## src/rtl/countdown_sequencer.sv

```systemverilog
// countdown_sequencer
//
// Control FSM and time register for a 4-digit countdown timer. Presets load a
// fixed time, add pulses extend it up to MAX_TIME, and 1 Hz ticks count it down
// while running. When the count reaches zero the sequencer enters EXPIRED, where
// the display blinks at the blink_tick rate.
//
// Ports:
//   clk         system clock
//   rst_n       asynchronous active-low reset
//   tick        1 Hz single-cycle decrement enable
//   blink_tick  single-cycle pulse per half blink period
//   add_u/l/r/d single-cycle add requests (ADD_U/ADD_L/ADD_R/ADD_D seconds)
//   preset_a/b  level preset switches (PRESET_A / PRESET_B seconds)
//   time_bcd    {thousands, hundreds, tens, ones}, lags the count by one clk
//   disp_en     display enable, active high
//   running     high in RUN
//   expired     high in EXPIRED
//
// Optional feature macro: LOW_FLASH_EN
//   When defined, the display also blinks in RUN while 0 < count < LOW_THRESH.

`timescale 1ns/1ps

module countdown_sequencer #(
    parameter int ADD_U      = 10,
    parameter int ADD_L      = 180,
    parameter int ADD_R      = 200,
    parameter int ADD_D      = 550,
    parameter int PRESET_A   = 15,
    parameter int PRESET_B   = 185,
    parameter int MAX_TIME   = 9999,
    parameter int LOW_THRESH = 200
) (
    input  logic        clk,
    input  logic        rst_n,
    input  logic        tick,
    input  logic        blink_tick,
    input  logic        add_u,
    input  logic        add_l,
    input  logic        add_r,
    input  logic        add_d,
    input  logic        preset_a,
    input  logic        preset_b,
    output logic [15:0] time_bcd,
    output logic        disp_en,
    output logic        running,
    output logic        expired
);

    typedef enum logic [1:0] {IDLE, LOAD, RUN, EXPIRED} state_t;

    // Four BCD digits can only show up to 9999, and the low-flash threshold
    // must lie inside the displayable range.
    if (MAX_TIME > 9999 || LOW_THRESH > 9999) begin : g_bad_params
        $error("countdown_sequencer: MAX_TIME and LOW_THRESH must be <= 9999");
    end

    state_t      state;
    logic [13:0] count;
    logic        phase;

    state_t      next_state;
    logic [13:0] next_count;
    logic        next_phase;
    logic        next_disp;
    logic [14:0] add_sum;
    logic [14:0] add_total;

    function automatic logic [15:0] to_bcd(input logic [13:0] v);
        return {4'(v / 14'd1000),
                4'((v / 14'd100) % 14'd10),
                4'((v / 14'd10) % 14'd10),
                4'(v % 14'd10)};
    endfunction

    // Simultaneous add pulses accumulate; the sum is formed one bit wider than
    // the count so the saturation compare sees the true total.
    always_comb begin
        add_sum = (add_u ? 15'(ADD_U) : 15'd0)
                + (add_l ? 15'(ADD_L) : 15'd0)
                + (add_r ? 15'(ADD_R) : 15'd0)
                + (add_d ? 15'(ADD_D) : 15'd0);
        add_total = {1'b0, count} + add_sum;
    end

    // Next-state logic. Priority is preset, then add, then tick; a tick that
    // coincides with an add is dropped.
    always_comb begin
        next_state = state;
        next_count = count;

        if (preset_a || preset_b) begin
            next_state = LOAD;
            next_count = preset_b ? 14'(PRESET_B) : 14'(PRESET_A);
        end else if (add_sum != 15'd0) begin
            next_state = RUN;
            next_count = (add_total > 15'(MAX_TIME)) ? 14'(MAX_TIME)
                                                     : add_total[13:0];
        end else if (tick && state == RUN && count != 14'd0) begin
            next_count = count - 14'd1;
            if (count == 14'd1) begin
                next_state = EXPIRED;
            end
        end else if (state == LOAD) begin
            next_state = (count != 14'd0) ? RUN : IDLE;
        end
    end

    // Blink phase and display enable. The phase restarts at 0 whenever a
    // blinking period begins so the display goes dark first.
    always_comb begin
        next_phase = blink_tick ? ~phase : phase;
        if (next_state == EXPIRED && state != EXPIRED) begin
            next_phase = 1'b0;
        end
`ifdef LOW_FLASH_EN
        if (next_state == RUN && next_count != 14'd0
                && next_count < 14'(LOW_THRESH)
                && !(state == RUN && count != 14'd0
                     && count < 14'(LOW_THRESH))) begin
            next_phase = 1'b0;
        end
`endif

        next_disp = 1'b1;
        if (next_state == EXPIRED) begin
            next_disp = next_phase;
        end
`ifdef LOW_FLASH_EN
        else if (next_state == RUN && next_count != 14'd0
                 && next_count < 14'(LOW_THRESH)) begin
            next_disp = next_phase;
        end
`endif
    end

    // State, count and all outputs are registered together; time_bcd converts
    // the current count, so it trails the count register by one clk.
    always_ff @(posedge clk or negedge rst_n) begin
        if (!rst_n) begin
            state    <= IDLE;
            count    <= 14'd0;
            phase    <= 1'b0;
            time_bcd <= 16'h0000;
            disp_en  <= 1'b1;
            running  <= 1'b0;
            expired  <= 1'b0;
        end else begin
            state    <= next_state;
            count    <= next_count;
            phase    <= next_phase;
            time_bcd <= to_bcd(count);
            disp_en  <= next_disp;
            running  <= (next_state == RUN);
            expired  <= (next_state == EXPIRED);
        end
    end

endmodule

```

## config.mk

```make
export PLATFORM = sky130hd
export DESIGN_NAME = countdown_sequencer
export DESIGN_NICKNAME = d
export VERILOG_FILES = /design/src/rtl/countdown_sequencer.sv
export SDC_FILE = /design/constraint.sdc
export NUM_CORES = 1
export LEC_CHECK = 0
export CAP_MARGIN = 5
export CORE_MARGIN = 2
export CORE_UTILIZATION = 55
export CTS_BUF_LIST = sky130_fd_sc_hd__clkbuf_8
export DETAILED_ROUTE_END_ITERATION = 8
export PLACE_DENSITY = 0.75
export SLEW_MARGIN = 5
export SYNTH_ARGS = -nofsm -noshare
export SYNTH_HDL_FRONTEND = slang
export SYNTH_SLANG_ARGS = --single-unit
```

## constraint.sdc

```tcl
create_clock -name clk -period 13.8 [get_ports clk]
set_input_delay 2.76 -clock clk [delete_from_list [all_inputs] [get_ports clk]]
set_output_delay 2.76 -clock clk [all_outputs]
set_load 0.01 [all_outputs]
```

==> reports/metrics.cfg <==
[min_path]
min_path_type=reg2reg

[worst_setup_path]
crit_type=reg2reg
crit_path_max_incr_delay_ns=1.04
slowest_stage=dfrtp_1
arrival_ns=7.94
crit_path_start_kind=flop
worstPathMaxFanout=34
crit_buf_inv=1
cp.required_ns=14.03
path_delay_family=compound AO/OA/AOI/OAI gates
crit_path_cell_trace=nor2b_1, a211o_1, a211oi_4, xnor2_1, a22o_1, a21oi_1, o21ai_0, o311ai_2, o221ai_1, o311ai_0, a211oi_1, o41ai_2, a31oi_2, xnor2_1, inv_1, ha_1, nor4_1, a211o_1
endpoint_kind=flop

[synth]
syn-cell-area_um2=6155
syn_area_per_cell_um2=7.397
yosys.cell_types.count=102
ys_top_cells_by_count=nor2_1, nand2_1, a21oi_1, xnor2_1, nor3_1
synth_cells=832
synth_area_leaders=dfrtp_1, xnor2_1, ha_1
async_flop_share=1.000
synth_edf_count=0
synth_top_cell_by_area=dfrtp_1
ys_seq_elements=36
ys.flop_type=dfrtp_1
synth_top_area_frac=0.1423
synth_most_common_cell=nor2_1
yosysWarnings=0
syn_nets=871
seq_area_frac_synth=0.1466

[sta]
period_needed_ns=7.703
rsz0062_at_grt=no
relSlewSlack=0.2640
setup_violations=0
clock_skew_ns=0.01233
slew_viol_final=0
fin_setup_tns_ns=0
fin_crit_sh=0.5582
hold_violations=0
worst_pin_slew_ns=1.102
fmax_mhz=129.8

[place]
place_congestion=0.9197
dp_hpwl_um=13240
port-buffer-count=28

[routing]
wl_per_cell_um=18.67
ant_nets=0
via_per_inst=6.959
drt_iter0_drc=752
drcViolationCount=0
dr.pass1.iters=6
vias=6674
drt_wl_total_um=17900

[clock_network]
cts.sinks=36
htree_num_levels=2
root_buffer=clkbuf_8
clock_path_buffers=2
post-cts-setup-buffers=0
tritoncts=built
ctsHoldBuffers=0
clk_pin_slew_ns=0.08
cts_buffers=5
worstSkewPairLatency_ns=0.29
cts_resized=0

[floorplanning]
pin_count=29
core_area_um2=10890
die_w_um=109.8
initial_core_util=0.5653
core.rowCount=38
die_y_um=109.8
die_area_um2=12050

[grt]
grtUsageTotal=0.2984
grt_overflow=0
grt_pass1_vias=5968
grt_pass1_wl_um=29400
antenna_found_initial=0
grt_max_degree=40

[cells_and_area]
syn2layout_area_growth_pct=5.713
fin_nets=857
drive_gt1_frac=0.08181
fillers=1002
antenna_cells=0

[pwr]
power.density_nw_per_um2=197.3
peakVddDrop_mv=0.2809
leakage_nw=2.463
total_power_mw=1.284

[run]
drv_cap=0

[outcome]
outcome=complete, no violations

[cell families (layout without fill, tap and decap cells)]
| family | count (synthesis) | after routing | share of synthesized area |
|---|---|---|---|
| AOI/OAI and AO/OA | 306 | 306 | 0.3751 |
| and+or+nand+nor | 294 | 294 | 0.2444 |
| buffers and inverters | 100 | 87 | 0.06871 |
| xor gates and xnor gates | 48 | 48 | 0.06831 |
| DFF | 36 | 36 | 0.1466 |
| adders and majority gates | 34 | 34 | 0.06953 |
| muxes | 14 | 14 | 0.02744 |
[area by class of cell]
| class | count | area [um^2] | area share |
|---|---|---|---|
| clock buffer | 6 | 82.58 | 0.01269 |
| sequential | 36 | 902.1 | 0.1387 |
| tap | 140 | 175.2 | 0.02692 |
| timing repair buffer | 37 | 342.8 | 0.05269 |
| inverter | 42 | 157.7 | 0.02423 |
| clock inverter | 2 | 10.01 | 0.001538 |
| multi-input combinational | 696 | 4836 | 0.7433 |
[final timing paths]
kind                           endpoint      start  slack, ns  depth (start not counted)
max                        time_bcd[11]  count[12]       6.10                         18
min                         time_bcd[0]   count[0]       0.52                          0
max reg2reg                time_bcd[11]  count[12]       6.10                         18
min reg2reg                 time_bcd[0]   count[0]       0.52                          0
max in group asynchronous   time_bcd[2]      rst_n      10.69                          1
min in group asynchronous   time_bcd[0]      rst_n       2.57                          1
[sequential cells by signal, indices dropped and copies added (netlist names)]
name	flops
state	2
count	14
expired	1
disp_en	1
running	1
time_bcd	16
phase	1
[metrics by stage]
step / cells / utilization / cell area [um^2] / hold WS [ns] / setup WS (ns)
after floorplan: 832 / - / 6155 / 0.4365 / 7.352
after global placement: 951 / 0.5891 / 6414 / 0.4986 / 6.539
after detailed placement: 951 / 0.5891 / 6414 / 0.5004 / 6.235
after CTS: 959 / 0.5976 / 6506 / 0.5171 / 6.342
after global routing: 959 / 0.5976 / 6506 / 0.5312 / 5.692
final: 959 / 0.5976 / 6506 / 0.5247 / 6.097
[layer usage]
layer / track usage / part of all wire / wire length [um]
met1: 0.4158 / 0.44 / 7959
met3: 0.02964 / 0.076 / 1364
met4: 0.08951 / 0.022 / 397
met5: 0 / 0 / 0
met2: 0.4842 / 0.46 / 8178
[placed cells by master, fill, tap and decap left out, types with 7 or more instances in the layout]
master	count
inv_1	37
nor4_1	15
and3_1	10
o21ai_0	37
nand2_1	64
a211oi_1	14
or3_1	10
clkdlybuf4s50_1	27
o211ai_1	14
xnor2_1	42
nand4_1	9
nor2b_1	8
nor2_1	65
a21o_1	13
buf_4	9
and2_1	10
nor3_1	38
o21bai_1	7
o31ai_1	12
mux2i_1	8
a31oi_1	12
ha_1	27
o22ai_1	9
dfrtp_1	35
nand3_1	24
a21oi_1	61
o21a_1	8
a211o_1	7
[report_power, final]
group          switching, mW  total [mW]  internal (mW)  leakage, nW
combinational          0.627        1.05          0.427         1.97
sequential            0.0139       0.149          0.136        0.439
clock                 0.0409      0.0808         0.0399       0.0510
total                  0.681        1.28          0.602         2.46
(Power assumes the default switching activity.)
